[src/rtl/snn_result_collector.sv]
// snn_result_collector: reduces each SNN_Core tile to max, argmax, sum
// and tile number, then offers the summary downstream over valid/ready.
module snn_result_collector #(
    parameter int DATA_W       = 8,
    parameter int RESULT_COUNT = 16,
    parameter int IDX_W        = 4,
    parameter int TILE_W       = 16
) (
    input  logic                    iClk,
    input  logic                    iRst,
    input  logic                    iStart,
    input  logic [DATA_W-1:0]       iResult,
    input  logic                    iValid,
    input  logic                    iReady,
    output logic                    oValid,
    output logic [DATA_W-1:0]       oMaxVal,
    output logic [IDX_W-1:0]        oMaxIdx,
    output logic [DATA_W+IDX_W-1:0] oSum,
    output logic [TILE_W-1:0]       oTileIdx,
    output logic                    oBusy,
    output logic                    oErr
);

    localparam int SUM_W = DATA_W + IDX_W;
    localparam logic [IDX_W-1:0] LAST = IDX_W'(RESULT_COUNT - 1);

    typedef enum logic [1:0] {
        S_IDLE,
        S_ACCUM,
        S_HOLD
    } state_t;

    state_t r_state;
    state_t w_state_nxt;

    logic [IDX_W-1:0]  r_cnt;
    logic [SUM_W-1:0]  r_sum;
    logic [DATA_W-1:0] r_max;
    logic [IDX_W-1:0]  r_idx;
    logic              r_pend;
    logic [TILE_W-1:0] r_tile;
    logic              r_err;
    logic              r_valid;
    logic [DATA_W-1:0] r_o_max;
    logic [IDX_W-1:0]  r_o_idx;
    logic [SUM_W-1:0]  r_o_sum;
    logic [TILE_W-1:0] r_o_tile;

    logic              w_take;
    logic              w_last;
    logic              w_new_max;
    logic [SUM_W-1:0]  w_sum_nxt;
    logic [DATA_W-1:0] w_max_nxt;
    logic [IDX_W-1:0]  w_idx_nxt;
    logic              w_hold_exit;
    logic              w_restart;
    logic              w_clear;
    logic              w_err_set;

    // A start in ACCUM wins over a word arriving in the same cycle.
    assign w_take      = (r_state == S_ACCUM) && iValid && !iStart;
    assign w_last      = w_take && (r_cnt == LAST);
    assign w_new_max   = (r_cnt == '0) || (iResult > r_max);
    assign w_sum_nxt   = r_sum + SUM_W'(iResult);
    assign w_max_nxt   = w_new_max ? iResult : r_max;
    assign w_idx_nxt   = w_new_max ? r_cnt : r_idx;
    assign w_hold_exit = (r_state == S_HOLD) && r_valid && iReady && !iValid;
    assign w_restart   = w_hold_exit && (r_pend || iStart);

    assign w_clear = ((r_state == S_IDLE) && iStart)
                   || ((r_state == S_ACCUM) && iStart)
                   || w_restart;

    assign w_err_set = ((r_state == S_IDLE) && iValid)
                     || ((r_state == S_ACCUM) && iStart)
                     || ((r_state == S_HOLD) && iValid);

    always_comb begin
        w_state_nxt = r_state;
        unique case (r_state)
            S_IDLE: begin
                if (iStart) w_state_nxt = S_ACCUM;
            end
            S_ACCUM: begin
                if (w_last) w_state_nxt = S_HOLD;
            end
            S_HOLD: begin
                if (w_hold_exit) w_state_nxt = w_restart ? S_ACCUM : S_IDLE;
            end
            default: w_state_nxt = S_IDLE;
        endcase
    end

    always_ff @(posedge iClk or posedge iRst) begin
        if (iRst) begin
            r_state <= S_IDLE;
        end else begin
            r_state <= w_state_nxt;
        end
    end

    always_ff @(posedge iClk or posedge iRst) begin
        if (iRst) begin
            r_cnt <= '0;
            r_sum <= '0;
            r_max <= '0;
            r_idx <= '0;
        end else if (w_clear) begin
            r_cnt <= '0;
            r_sum <= '0;
            r_max <= '0;
            r_idx <= '0;
        end else if (w_take) begin
            r_cnt <= w_last ? '0 : r_cnt + IDX_W'(1);
            r_sum <= w_sum_nxt;
            r_max <= w_max_nxt;
            r_idx <= w_idx_nxt;
        end
    end

    // Summary is loaded from the next-values so oValid lags the last word by one cycle.
    always_ff @(posedge iClk or posedge iRst) begin
        if (iRst) begin
            r_valid  <= 1'b0;
            r_o_max  <= '0;
            r_o_idx  <= '0;
            r_o_sum  <= '0;
            r_o_tile <= '0;
            r_tile   <= '0;
        end else if (w_last) begin
            r_valid  <= 1'b1;
            r_o_max  <= w_max_nxt;
            r_o_idx  <= w_idx_nxt;
            r_o_sum  <= w_sum_nxt;
            r_o_tile <= r_tile;
        end else if (w_hold_exit) begin
            r_valid <= 1'b0;
            r_tile  <= r_tile + TILE_W'(1);
        end
    end

    always_ff @(posedge iClk or posedge iRst) begin
        if (iRst) begin
            r_pend <= 1'b0;
            r_err  <= 1'b0;
        end else begin
            if (w_hold_exit) begin
                r_pend <= 1'b0;
            end else if ((r_state == S_HOLD) && iStart) begin
                r_pend <= 1'b1;
            end
            if (w_err_set) r_err <= 1'b1;
        end
    end

    assign oValid   = r_valid;
    assign oMaxVal  = r_o_max;
    assign oMaxIdx  = r_o_idx;
    assign oSum     = r_o_sum;
    assign oTileIdx = r_o_tile;
    assign oBusy    = (r_state == S_ACCUM);
    assign oErr     = r_err;

endmodule

[config.mk]
export PLATFORM = sky130hd
export DESIGN_NAME = snn_result_collector
export DESIGN_NICKNAME = d
export VERILOG_FILES = /design/src/rtl/snn_result_collector.sv
export SDC_FILE = /design/constraint.sdc
export NUM_CORES = 1
export LEC_CHECK = 0
export ABC_CLOCK_PERIOD_IN_PS = 7700
export CAP_MARGIN = 20
export CORE_MARGIN = 1
export CORE_UTILIZATION = 59
export CTS_CLUSTER_DIAMETER = 200
export CTS_CLUSTER_SIZE = 10
export DETAILED_ROUTE_END_ITERATION = 16
export GPL_TIMING_DRIVEN = 1
export PLACE_DENSITY = 0.94
export SYNTH_ARGS = -nofsm -noshare
export SYNTH_HDL_FRONTEND = slang
export SYNTH_SLANG_ARGS = --single-unit
[constraint.sdc]
create_clock -name iClk -period 7.7 [get_ports iClk]
set_clock_uncertainty 0.1 [all_clocks]
set_input_delay 0.77 -clock iClk [delete_from_list [all_inputs] [get_ports iClk]]
set_output_delay 0.77 -clock iClk [all_outputs]
set_load 0.1 [all_outputs]
==> out/results.ini, run 1 <==
[run_status]
status = completed

[synth]
synth_seq_area_share_pct = 52.0
syn_area_sq_um = 4280
async_reset_ff_share_pct = 100
syn_area_per_cell_sq_um = 10.4
synth_area_leader_cell = dfrtp_1
synthFlopType = dfrtp_1
synthMostInstantiatedCell = nand2_1
synth_nets = 444
synth.top_cells.by_count = nand2_1, dfrtp_1, a22o_1, ha_1, xnor2_1
ys_ff_latch = 89
syn_inst = 411
ys_types = 54
post-synth-top-area-fraction_pct = 52.0
synthTopCellsByArea = dfrtp_1, nand2_1, ha_1
synth_edf_count = 0
ys_warn_count = 0

[timing]
tns_ns = 0
finalHoldViolCount = 0
fmax_ghz = 0.310
fin_crit_ns = 3.22
rsz0062_at_grt = no
period_share_pct = 41.8
slew_headroom_pct = 33.3
slew_violations = 0
max_slew.worst_pin.slew_ns = 0.997
setup_viol = 0

[cells_and_area]
layout-drive-gt1-share_pct = 7.42
insertedDiodeCount = 0
fillers = 478
area_delta_synth_final_pct = 19.4
nNetsFinal = 500

[clock_tree]
post-cts-setup-buffers = 0
ctsResizeCount = 0
root_buffer = clkbuf_8
clk-insertion-delay-late_ns = 0.37
clk_pin_slew_ns = 0.08
cts_buffers = 9
cts_max_level = 3
clockBufferDepth = 2
cts_tree = built
clock-sinks = 89
ctsHoldBuffers = 0

[floorplanning]
die_x_um = 87.2
fp-row-count = 30
num_io_pins = 56
start_util_pct = 62.0
core-area_sq_um = 6910
die_area_sq_um = 7600
die_h_um = 87.2

[drt]
drc = 0
routed_wl_um = 8950
via_per_inst = 5.73
first_iter_violations = 171
wire_per_inst_um = 15.7
first_pass_iters = 4
dr_total_vias = 3256
drtAntennaViolNets = 0

[hold_path]
worstHoldPathType = reg2reg

[pwr]
static-leakage-power_nw = 2.41
powerDensity_nw_per_um2 = 185
ir_drop_v = 0.0000915
total_power_mw = 0.946

[critical_path]
path_cells = clkdlybuf4s50_1, ha_1, nor2b_1, o211ai_1, a21oi_1, a211oi_2, a21o_1, a22o_1
cpMaxStageDelayCell = clkdlybuf4s50_1
worstPathArrival_ns = 3.42
crit_path_start_kind = input port
max_stage_delay_ns = 0.61
crit_type = in2reg
crit_required_ns = 7.90
critPathMaxFanout = 12
cp-end-kind = flop

[grt]
antenna_found_initial = 0
grt_use_total_pct = 25.9
grt_max_degree = 90
grt_pass1_wl_um = 14800
overflow = 0
grt_pass1_vias = 3199

[placement]
dp_hpwl_um = 6040
io_buffers = 55
finalWeightedCongestion = 0.878

[run]
maxCapViolCount = 0

cells in the final DEF, fill, tap and decap left out, types with 3 or more instances in the layout:
cell type and instances:
nand2_1 94, dfrtp_1 89, clkdlybuf4s50_1 55, a22o_1 20
xnor2_1 19, ha_1 19, nor2_1 15, inv_1 14
o21ai_0 14, a21oi_1 13, o21ai_1 12, mux2i_1 10
clkbuf_8 10, nand4_1 8, xor2_1 6, nand3_1 6
a21o_1 5, and4_1 4, nor2b_1 3, nand2b_1 3
o31ai_1 3, buf_4 3
cell families (layout without fill, tap and decap cells):
logic type | count (synthesis) | after routing | share of synthesized area (%)
and+or+nand+nor | 147 | 147 | 15.9
DFF | 89 | 89 | 52.0
buffers and inverters | 31 | 92 | 3.25
adders and majority gates | 20 | 20 | 6.02
xor gates and xnor gates | 26 | 26 | 5.50
AOI/OAI and AO/OA | 86 | 86 | 14.4
muxes | 12 | 12 | 2.87
routing by layer:
layer,up-vias,GRT usage (%),wire (um)
met5,-,0,0
met4,0,14.2,234
met3,23,4.83,385
met2,91,41.8,4440
met1,1606,33.2,3890
li1,1536,-,-
worst max-delay path: cells and delay by family:
kind / cells / cell delay [ns]
AOI/OAI and AO/OA: 5 / 1.58
buffers and inverters: 1 / 0.61
adders and majority gates: 1 / 0.30
and+or+nand+nor: 1 / 0.14
worst paths after layout:
kind | to | slack [ns] | startpoint | cells past startpoint
max | r_max[1] | 4.48 | iResult[1] | 8
min | r_tile[15] | 0.38 | r_tile[15] | 1
max reg2reg | r_max[1] | 5.05 | r_max[1] | 8
min reg2reg | r_tile[15] | 0.38 | r_tile[15] | 1
max in group asynchronous | r_state[0] | 6.10 | iRst | 4
min in group asynchronous | r_max[2] | 0.78 | iRst | 3
flip-flops by register name (all words and copies together), names as in the netlist:
signal    cells
r_tile       16
oErr          1
r_max         8
oTileIdx     16
r_idx         4
oSum         12
oMaxIdx       4
r_state       2
oValid        1
oMaxVal       8
r_sum        12
r_cnt         4
r_pend        1
layout make-up:
class / count / area, sq um / share of cell area (%)
timing repair buffer: 61 / 616 / 12.1
clock inverter: 4 / 28.8 / 0.563
multi-input combinational: 291 / 1910 / 37.5
clock buffer: 12 / 145 / 2.84
tap: 96 / 120 / 2.35
inverter: 15 / 57.6 / 1.13
sequential: 89 / 2230 / 43.6
per-stage QoR:
step                      area [sq um]  util, %  hold WS (ns)  setup WS (ns)  instances
after floorplan                   4280        -         0.345           4.52        411
after global placement            4890     70.8         0.357           3.86        549
after detailed placement          4900     71.0         0.362           3.70        550
after CTS                         5080     73.5         0.379           4.07        566
after global routing              5110     73.9         0.397           4.38        568
final                             5110     73.9         0.376           4.48        568
where the power goes:
part	switching, mW	internal [mW]	total (mW)
combinational	0.0910	0.0687	0.160
clock	0.163	0.126	0.290
sequential	0.0147	0.483	0.497
(Power assumes the default switching activity.)
==> run 2, diff against run 1 <==
ABC_CLOCK_PERIOD_IN_PS = 2600   (was 7700)
CORE_UTILIZATION = 50   (was 59)
PLACE_DENSITY = 0.85   (was 0.94)
clock period = 2.6 ns   (was 7.7 ns; I/O delays follow)
==> run 2 against run 1 <==
Compared with the run above:
- clock power grew to 3.0 times the previous value
- core utilization down 12 points
- worst setup slack got worse by 4.3 ns
- die area rose by 18%
- first-iteration DRC count is 8.8% higher
- cell area up 0.93%
- via count rose by 1.8%
- global-route usage shrank 3.5 points
- non-clock buffer count increased by 18
- critical endpoint is now r_max[0]
- largest cell class unchanged
- largest power group unchanged
==> out/results.ini, run 2 (same netlist as run 1, synthesis figures left out) <==
[run_status]
status = completed  ; unchanged

[cells_and_area]
nNetsFinal = 518  ; was 500
insertedDiodeCount = 0  ; unchanged
final_common_cell = nand2_1  ; unchanged
area_delta_synth_final_pct = 20.5  ; was 19.4%
fin_util_pct = 62.4  ; was 73.9%
layout_common_cells = nand2_1, dfrtp_1, buf_4  ; was nand2_1, dfrtp_1, clkdlybuf4s50_1
layout-drive-gt1-share_pct = 19.8  ; was 7.42%

[placement]
finalWeightedCongestion = 0.889  ; was 0.878
io_buffers = 55  ; unchanged
pre_cts_ws_ns = -0.0882  ; was 3.70 ns
dp_hpwl_um = 6680  ; was 6040 um

[grt]
grt_pass1_wl_um = 15300  ; was 14800 um
grt_pass1_vias = 3326  ; was 3199
antenna_found_initial = 0  ; unchanged
overflow = 0  ; unchanged
grt_max_degree = 39  ; was 90
grt_use_total_pct = 22.4  ; was 25.9%

[clock_tree]
cts_max_level = 3  ; unchanged
clockBufferDepth = 2  ; unchanged
post-cts-setup-buffers = 0  ; unchanged
cts_buffers = 9  ; unchanged
ctsResizeCount = 0  ; unchanged
root_buffer = clkbuf_8  ; unchanged
clk-insertion-delay-late_ns = 0.37  ; about the same
cts_tree = built  ; unchanged
ctsHoldBuffers = 0  ; unchanged
clock-sinks = 89  ; unchanged
clk_pin_slew_ns = 0.09  ; was 0.08 ns

[floorplanning]
core-area_sq_um = 8260  ; was 6910 sq um
start_util_pct = 51.8  ; was 62.0%
die_h_um = 94.5  ; was 87.2 um
num_io_pins = 56  ; unchanged
die_x_um = 94.5  ; was 87.2 um
die_area_sq_um = 8930  ; was 7600 sq um
fp-row-count = 33  ; was 30

[timing]
period_share_pct = 93.4
rsz0062_at_grt = no  ; unchanged
slew_violations = 0  ; unchanged
worst_slack_ns = 0.172  ; was 4.48 ns
finalHoldViolCount = 0  ; unchanged
fin_crit_ns = 2.43
slew_headroom_pct = 47.0  ; was 33.3%
whs_ns = 0.249  ; was 0.376 ns
fmax_ghz = 0.412
max_slew.worst_pin.slew_ns = 0.792  ; was 0.997 ns
tns_ns = 0  ; unchanged
setup_viol = 0  ; unchanged

[pwr]
p_seq_share_pct = 51.7  ; was 52.5%
total_power_mw = 2.85  ; was 0.946 mW
p_int_mw = 2.01  ; was 0.678 mW
switching_share_pct = 29.3  ; was 28.4%
p_comb_share_pct = 18.0  ; was 16.9%
ir_drop_v = 0.000285  ; was 0.0000915 V
powerDensity_nw_per_um2 = 553  ; was 185 nW/um^2
power_frac_clock_pct = 30.3  ; was 30.6%
static-leakage-power_nw = 2.58  ; was 2.41 nW
power_switching_mw = 0.835  ; was 0.269 mW

[drt]
drtAntennaViolNets = 0  ; unchanged
first_pass_iters = 4  ; unchanged
first_iter_violations = 186  ; was 171
via_per_inst = 5.57  ; was 5.73
routed_wl_um = 9260  ; was 8950 um
wire_per_inst_um = 15.6  ; was 15.7 um
dr_total_vias = 3316  ; was 3256
drc = 0  ; unchanged

[critical_path]
cpMaxStageDelayCell = nor2_1  ; was clkdlybuf4s50_1
cp-end-kind = flop  ; unchanged
crit_type = reg2reg  ; was in2reg
path_cells = inv_1, ha_1, nand4_1, nand2b_1, a21oi_1, a211oi_2, nor2_1, a22o_1  ; was clkdlybuf4s50_1, ha_1, nor2b_1, o211ai_1, a21oi_1, a211oi_2, a21o_1, a22o_1
crit_path_start_kind = flop  ; was input port
max_stage_delay_ns = 0.63  ; was 0.61 ns
worstPathArrival_ns = 2.62  ; was 3.42 ns
path_buf_inv = 1  ; unchanged
critPathMaxFanout = 10  ; was 12
crit_family = simple AND/OR/NAND/NOR gates  ; was compound AO/OA/AOI/OAI gates
crit_required_ns = 2.79  ; was 7.90 ns

[hold_path]
worstHoldPathType = in2async  ; was reg2reg

[run]
maxCapViolCount = 0  ; unchanged

-- run 2: cell count changes in the layout (fill, tap and decap cells not counted), moves of 2 or more --
cell,previous run,this run
clkinv_2,2,0
clkdlybuf4s50_1,55,12
buf_6,2,0
buf_4,3,65
-- run 2: power by group through the flow --
stage               Sequential [mW]  Combinational [mW]  Clock (mW)
finish                         1.47               0.512       0.864
global route                   1.48               0.564       0.933
CTS                            1.47               0.511       0.875
detailed placement             1.50               0.505           0
global placement               1.50               0.484           0
floorplan                      1.49               0.353           0
-- run 2: metal layers --
layer  up-vias  routed length (um)  GRT usage, %
li1       1569                   -             -
met1      1653                4040          28.9
met2        76                4660          37.0
met3        18                 343          3.54
met4         0                 220          10.5
met5         -                   0             0
-- run 2: worst paths after layout --
kind | startpoint | to | slack, ns | cells after the start
hold / removal | iRst | oTileIdx[12] | 0.25 | 2
setup reg to reg | r_max[7] | r_max[0] | 0.17 | 8
min in group iClk | oTileIdx[9] | oTileIdx[9] | 0.38 | 2
max in group asynchronous | iRst | oMaxIdx[2] | 1.52 | 3
setup / recovery | r_max[7] | r_max[0] | 0.17 | 8
hold reg to reg | oTileIdx[9] | oTileIdx[9] | 0.38 | 2
-- run 2: through the flow --
stage / area, sq um / cells
after floorplan: 4290 / 411
after global routing: 5150 / 595
after detailed placement: 4980 / 579
after global placement: 4980 / 579
final: 5150 / 595
after CTS: 5150 / 595
-- run 2: worst reg2reg max path, cell delays in order (launching register included) --
cell      delay, ns
dfrtp_1        0.39
inv_1          0.06
ha_1           0.31
nand4_1        0.12
nand2b_1       0.15
a21oi_1        0.20
a211oi_2       0.12
nor2_1         0.63
a22o_1         0.28
-- run 2: layout make-up --
class                      count  area, sq um
fill                         697         3100
sequential                    89         2230
multi-input combinational    291         1920
timing repair buffer          79          648
clock buffer                  11          131
tap                          105          131
inverter                      15         60.1
clock inverter                 5         41.3
